File: config.mk
export PLATFORM = sky130hd
export DESIGN_NAME = rgb_ycbcr_binarizer
export DESIGN_NICKNAME = d
export VERILOG_FILES = /design/src/rtl/rgb_ycbcr_binarizer.sv
export SDC_FILE = /design/constraint.sdc
export NUM_CORES = 1
export LEC_CHECK = 0
export ABC_CLOCK_PERIOD_IN_PS = 3300
export CORE_AREA = 2 2 183 185
export CTS_CLUSTER_DIAMETER = 50
export DETAILED_ROUTE_END_ITERATION = 8
export DIE_AREA = 0 0 185 187
export SYNTH_ARGS = -nofsm -noshare
export SYNTH_HDL_FRONTEND = slang
export SYNTH_SLANG_ARGS = --single-unit
File: constraint.sdc
create_clock -name clk -period 3.3 [get_ports clk]
set_input_delay 0.99 -clock clk [delete_from_list [all_inputs] [get_ports clk]]
set_output_delay 0.99 -clock clk [all_outputs]
set_load 0.01 [all_outputs]
File: src/rtl/rgb_ycbcr_binarizer.sv
// RGB888 -> YCbCr444 (BT.601 integer) converter with a window-threshold mask on one
// channel; four-stage pipeline with frame syncs delayed to stay aligned with the data.
module rgb_ycbcr_binarizer #(
    parameter logic [1:0] BIN_SEL  = 2'd1,
    parameter logic [7:0] BIN_LOW  = 8'd77,
    parameter logic [7:0] BIN_HIGH = 8'd127
) (
    input  logic       clk,
    input  logic       rst_n,
    input  logic       per_frame_vsync,
    input  logic       per_frame_href,
    input  logic       per_frame_clken,
    input  logic [7:0] per_img_red,
    input  logic [7:0] per_img_green,
    input  logic [7:0] per_img_blue,
    output logic       post_frame_vsync,
    output logic       post_frame_href,
    output logic       post_frame_clken,
    output logic [7:0] post_img_Y,
    output logic [7:0] post_img_Cb,
    output logic [7:0] post_img_Cr,
    output logic       post_monoc,
    output logic       post_monoc_fall
);

    logic [15:0] p_ry, p_gy, p_by;
    logic [15:0] p_rb, p_gb, p_bb;
    logic [15:0] p_rr, p_gr, p_br;
    logic [15:0] y_sum, cb_sum, cr_sum;
    logic [7:0]  y3, cb3, cr3;
    logic [3:0]  vsync_sr, href_sr, clken_sr;
    logic        prev_monoc;
    logic [7:0]  sel3;
    logic        monoc_new;
    logic        valid3;

    // Stage 1: constant-coefficient products
    always_ff @(posedge clk or negedge rst_n) begin
        if (!rst_n) begin
            p_ry <= '0; p_gy <= '0; p_by <= '0;
            p_rb <= '0; p_gb <= '0; p_bb <= '0;
            p_rr <= '0; p_gr <= '0; p_br <= '0;
        end else begin
            p_ry <= {8'd0, per_img_red}   * 16'd77;
            p_gy <= {8'd0, per_img_green} * 16'd150;
            p_by <= {8'd0, per_img_blue}  * 16'd29;
            p_rb <= {8'd0, per_img_red}   * 16'd43;
            p_gb <= {8'd0, per_img_green} * 16'd85;
            p_bb <= {8'd0, per_img_blue}  * 16'd128;
            p_rr <= {8'd0, per_img_red}   * 16'd128;
            p_gr <= {8'd0, per_img_green} * 16'd107;
            p_br <= {8'd0, per_img_blue}  * 16'd21;
        end
    end

    // Stage 2: the +32768 offset keeps the chroma sums non-negative for any 8-bit input
    always_ff @(posedge clk or negedge rst_n) begin
        if (!rst_n) begin
            y_sum  <= '0;
            cb_sum <= '0;
            cr_sum <= '0;
        end else begin
            y_sum  <= p_ry + p_gy + p_by;
            cb_sum <= p_bb + 16'd32768 - p_rb - p_gb;
            cr_sum <= p_rr + 16'd32768 - p_gr - p_br;
        end
    end

    // Stage 3: truncate to the integer part
    always_ff @(posedge clk or negedge rst_n) begin
        if (!rst_n) begin
            y3  <= '0;
            cb3 <= '0;
            cr3 <= '0;
        end else begin
            y3  <= 8'(y_sum >> 8);
            cb3 <= 8'(cb_sum >> 8);
            cr3 <= 8'(cr_sum >> 8);
        end
    end

    always_comb begin
        sel3 = cb3;
        case (BIN_SEL)
            2'd0:    sel3 = y3;
            2'd2:    sel3 = cr3;
            default: sel3 = cb3;
        endcase
    end

    assign monoc_new = (sel3 >= BIN_LOW) && (sel3 <= BIN_HIGH);
    // Syncs are not a handshake: a pixel is valid when href & clken are both high.
    assign valid3    = href_sr[2] & clken_sr[2];

    always_ff @(posedge clk or negedge rst_n) begin
        if (!rst_n) begin
            vsync_sr <= '0;
            href_sr  <= '0;
            clken_sr <= '0;
        end else begin
            vsync_sr <= {vsync_sr[2:0], per_frame_vsync};
            href_sr  <= {href_sr[2:0],  per_frame_href};
            clken_sr <= {clken_sr[2:0], per_frame_clken};
        end
    end

    // Previous enabled pixel's mask on this line; cleared between lines
    always_ff @(posedge clk or negedge rst_n) begin
        if (!rst_n) begin
            prev_monoc <= 1'b0;
        end else if (!href_sr[2]) begin
            prev_monoc <= 1'b0;
        end else if (clken_sr[2]) begin
            prev_monoc <= monoc_new;
        end
    end

    // Stage 4: output registers
    always_ff @(posedge clk or negedge rst_n) begin
        if (!rst_n) begin
            post_img_Y      <= '0;
            post_img_Cb     <= '0;
            post_img_Cr     <= '0;
            post_monoc      <= 1'b0;
            post_monoc_fall <= 1'b0;
        end else begin
            post_img_Y      <= y3;
            post_img_Cb     <= cb3;
            post_img_Cr     <= cr3;
            post_monoc      <= monoc_new;
            post_monoc_fall <= valid3 & ~monoc_new & prev_monoc;
        end
    end

    assign post_frame_vsync = vsync_sr[3];
    assign post_frame_href  = href_sr[3];
    assign post_frame_clken = clken_sr[3];

endmodule

**Word level (Yosys, flattened, before mapping)**

Index checks and enable logic that the tools add are counted.

- Add/sub/neg operators: 8
- Multipliers: 7
- $lt $le $gt $ge: 2
- Equal/unequal tests: 1
- Multiplexer cells: 2
- Bitwise operators: 4
- Reductions and logical operators: 1

Operators by type and width:

| cell | number |
|---|---|
| 8-bit by 7-bit multiplier with 15-bit output, second input constant | 4 |
| 15-bit by 16-bit adder with 16-bit output, second input constant | 2 |
| 16-bit by 15-bit subtractor with 16-bit output | 2 |
| 8-bit by 5-bit multiplier with 13-bit output, second input constant | 2 |
| 15-bit by 16-bit adder with 16-bit output | 1 |
| 16-bit by 13-bit adder with 16-bit output | 1 |
| 16-bit by 13-bit subtractor with 16-bit output | 1 |
| 16-bit by 14-bit subtractor with 16-bit output | 1 |
| 8-bit by 6-bit multiplier with 14-bit output, second input constant | 1 |
| 8-bit by 7-bit >= comparator with 1-bit output, second input constant | 1 |
| 8-bit by 7-bit less-or-equal comparator with 1-bit output, second input constant | 1 |
| 1-bit bitwise AND | 3 |
| 1-bit two-way mux | 2 |
| 2-bit by 1-bit inequality test with 1-bit output, second input constant | 1 |
| 1-bit logical AND | 1 |
| 1-bit NOT | 1 |

- Bits in registers: 227
- Input bits: 29
- Output and inout bits: 29
- Word-level logic and storage cells: 49

**Longest topological paths before layout**

- Depth after elaboration: 5
- Gate-level depth with buffers: 14

**Least setup slack after synthesis**

Ideal clock, no wire load.

- Kind: input to register
- Start point: input port per_img_green[1]
- End point: register p_gr[11]
- Data arrival time: 4229 ps
- Required time: 3220 ps
- Path slack: -1009 ps
- Cell stages on the path: 12
- Buffers on the path: 0
- Path through: ha_1 fa_1 fa_1 inv_1 fa_1 inv_1 ha_1 or3_1 o31a_1 a21o_1 a21oi_1 xnor2_1

- Word-level cells in the longest chain between the ends: 1

Ends and longest elaborated chain:

| item | RTL line | text |
|---|---|---|
| start, declared | 14 | `input logic [7:0] per_img_green,` |
| 8-bit by 7-bit multiplier with 15-bit output | 51 | `p_gr <= {8'd0, per_img_green} * 16'd107;` |
| end signal, assigned | 51 |  |
| end, declared | 28 | `logic [15:0] p_rr, p_gr, p_br;` |

Every way passes these cells.
A chain may end at the register's enable or synchronous reset.

**Worst setup path after layout**

- Start point: input port per_img_green[2]
- End point: register p_gr[11]

The elaborated chain is that of the path after synthesis.

==> impl_metrics.toml <==
[clock_tree]
clk_pin_slew_worst_paths_ns = 0.08
worstSkewPairLatency_ns = 0.44
ctsHoldBuffers = 0
clockBufferDepth = 2
cts_inserted_buffers = 17
tritoncts = "yes"
h-tree-depth = 4
cts_num_sinks = 189
cts-root-buf = "clkbuf_16"

[finish]
final_cell_area_um2 = 17900
fin_nets = 1807
antennaDiodeCount = 0
nFillCells = 2811
fin_util = 0.545
drive_gt1_frac = 0.336
area_delta_synth_final_pct = 39.0

[yosys]
synth_cells = 1117
synth_area_leaders = "dfrtp_1 (37%), ha_1 (25%), fa_1 (12%)"
synth_common_cells = "ha_1 (261), dfrtp_1 (189), inv_1 (184), fa_1 (79), xnor2_1 (55)"
synthesis.nets = 1486
synth_top_area_cell = "dfrtp_1"
synth-edff-count = 0
yosysSeqAreaShare = 0.367
yosys_most_used_dff = "dfrtp_1"
ys_ff_latch = 189
synth_most_common_cell = "ha_1"
synth_warnings = 0
synth.distinct_cells = 53
synth.top_cell.area_share = 0.367
syn_area_um2 = 12900
async_flop_share = 1.00
post_synth.cell_area_avg_um2 = 11.5

[place]
post-dp-hpwl_mm = 22.1
port_buffers = 57
globalplace.congestion = 0.848
place_ws_ns = -1.50
placed_cell_area_um2 = 16300

[critical_path]
end_kind = "flop"
timing.critical_path.from_type = "input port"
crit_path_cell_trace = "buf_6, ha_4, fa_1, fa_1, inv_1, fa_1, inv_1, ha_2, or3_4, o31a_1, a21o_1, a21oi_2, xnor2_1"
path_common_cell = "fa_1"
cp.required_ns = 3.65
r2r_start = "p_gr[1]"
crit_start = "per_img_green[2]"
max_stage_delay_ns = 0.50
crit_path_max_fanout = 3
path_buf_inv = 3
cp_slowest_cell = "fa_1"
criticalPathCategory = "in2reg"
worstPathArrival_ns = 4.12
crit_family = "adder cells"

[run_status]
outcome = "finished with violations"
violations = "setup timing"

[global_route]
antenna_found_initial = 1
track_usage = 0.167
grt_pass1_wl_mm = 45.2
grt_pass1_vias = 9224
grt_max_degree = 59
overflow = 0

[routing]
routedWlPerCell_um = 14.3
antenna_left = 0
num_vias = 8861
drt_iter0_drc = 339
wl_mm = 27.2
viasPerCell = 4.67
post-route-drc-count = 0
drt_pass1_iterations = 4

[timing]
fin_crit_ns = 3.77
timing.final.ws_setup_ns = -0.470
whs_ns = 0.346
rsz0062_at_grt = "true"
worstMarginPinSlew_ns = 0.512
skew_ns = 0.0157
relSlewSlack = 0.656
hold_viol_final = 0
setup_tns_ns = -4.79
max_freq_ghz = 0.265
setup_viol = 24
timing.final.max_slew_violations = 0
timing.final.crit_share = 1.14

[power]
ir_worst_vdd_uv = 391
power.density_nw_per_um2 = 809
leakage_nw = 8.85

[die]
initial_core_util = 0.392
core_um2 = 32900
placementRows = 67
die_w_um = 185
io_pins = 58
dieArea_um2 = 34600
dieHeight_um = 187

[worst_hold_path]
worstHoldStart = "cr3[1]"
min_path_type = "reg2reg"

[flow_run]
max-cap-violations = 0
worst register-to-register path: cells and delay by family (launching register included):
family          cells  cell delay, ns
xor+xnor            1            0.13
compound gates      4            1.24
flops               1            0.41
fa+ha+maj           2            0.75
simple gates        2            0.27
power breakdown:
group / switching (mW) / leakage, nW / total, mW / internal [mW]
combinational: 4.21 / 6.32 / 8.61 / 4.40
clock: 1.08 / 0.311 / 2.21 / 1.13
sequential: 0.368 / 2.22 / 3.67 / 3.30
total: 5.66 / 8.85 / 14.5 / 8.83
per-stage QoR:
stage / std cells / power, mW
final: 1899 / 14.5
after global routing: 1899 / 15.8
after CTS: 1889 / 14.4
after detailed placement: 1836 / 11.7
after global placement: 1836 / 11.5
after floorplan: 1117 / 8.97
sequential cells by signal, indices dropped and copies added (netlist names), 6 cells and up:
name and flops:
p_gr 15, p_gb 14, p_br 13, p_rb 13, p_ry 13, p_by 10, p_gy 10, cb3 8
cb_sum 8, cr3 8, cr_sum 8, p_rr 8, post_img_Cb 8, post_img_Cr 8, post_img_Y 8, y3 8
y_sum 8, p_bb 6
placed cells by master, fill, tap and decap left out, types with 6 or more instances in the layout:
master / netlist / final
buf_4: 0 / 229
ha_1: 261 / 195
dfrtp_1: 189 / 189
inv_1: 184 / 161
fa_1: 79 / 73
ha_4: 0 / 61
xnor2_1: 55 / 46
nor2_1: 45 / 39
a21oi_1: 51 / 34
clkdlybuf4s50_1: 0 / 33
xor2_1: 29 / 25
inv_2: 0 / 21
nand2_1: 22 / 21
a21o_1: 20 / 20
buf_6: 0 / 18
clkbuf_16: 0 / 17
nand3_1: 17 / 16
nor3_1: 20 / 15
o21ai_2: 0 / 14
a21oi_2: 2 / 13
o21ai_0: 28 / 13
nand2b_1: 12 / 11
nor2b_1: 14 / 8
xnor2_2: 0 / 8
o21a_1: 9 / 8
buf_2: 0 / 8
a21oi_4: 0 / 6
o21bai_1: 6 / 6
nor2_2: 0 / 6
fa_2: 0 / 6
worst paths after layout:
check / end / slack, ns / cells after the start
worst max-delay path: p_gr[11] / -0.47 / 13
worst min-delay path: post_img_Cr[1] / 0.35 / 0
worst max register to register: y_sum[14] / 0.39 / 9
worst min register to register: post_img_Cr[1] / 0.35 / 0
max in group asynchronous: href_sr[2] / 1.96 / 2
min in group asynchronous: cr3[6] / 0.52 / 1
kinds of logic (layout without fill, tap and decap cells):
| family | after synthesis | in the layout | synth area share |
|---|---|---|---|
| compound gates | 158 | 158 | 0.0819 |
| xor+xnor | 84 | 84 | 0.0571 |
| fa+ha+maj | 340 | 340 | 0.376 |
| buf+inv | 184 | 518 | 0.0536 |
| flops | 189 | 189 | 0.367 |
| mux | 2 | 2 | 0.00155 |
| simple gates | 160 | 160 | 0.0629 |
layout make-up:
class                           instances  area (um2)  area share
Timing Repair Buffer                  302        2510       0.140
Clock inverter                         15         215      0.0120
Clock buffer                           17         425      0.0237
Multi-Input combinational cell        744        8780       0.490
Tap cell                              448         561      0.0313
Sequential cell                       189        4730       0.264
Inverter                              184         698      0.0390
layer usage:
layer / wire length (um) / vias to the layer above / global-route usage
li1: - / 4396 / -
met1: 12200 / 4355 / 0.217
met2: 14100 / 85 / 0.297
met3: 548 / 25 / 0.0189
met4: 425 / 0 / 0.0412
met5: 0 / - / 0
timing repair:
action / CTS / global route
resized for setup: 204 / 56
setup buffers: 23 / 16
pin swaps: 89 / 54
setup endpoints to repair: 54 / 35
Power figures use the tool's default switching activity.
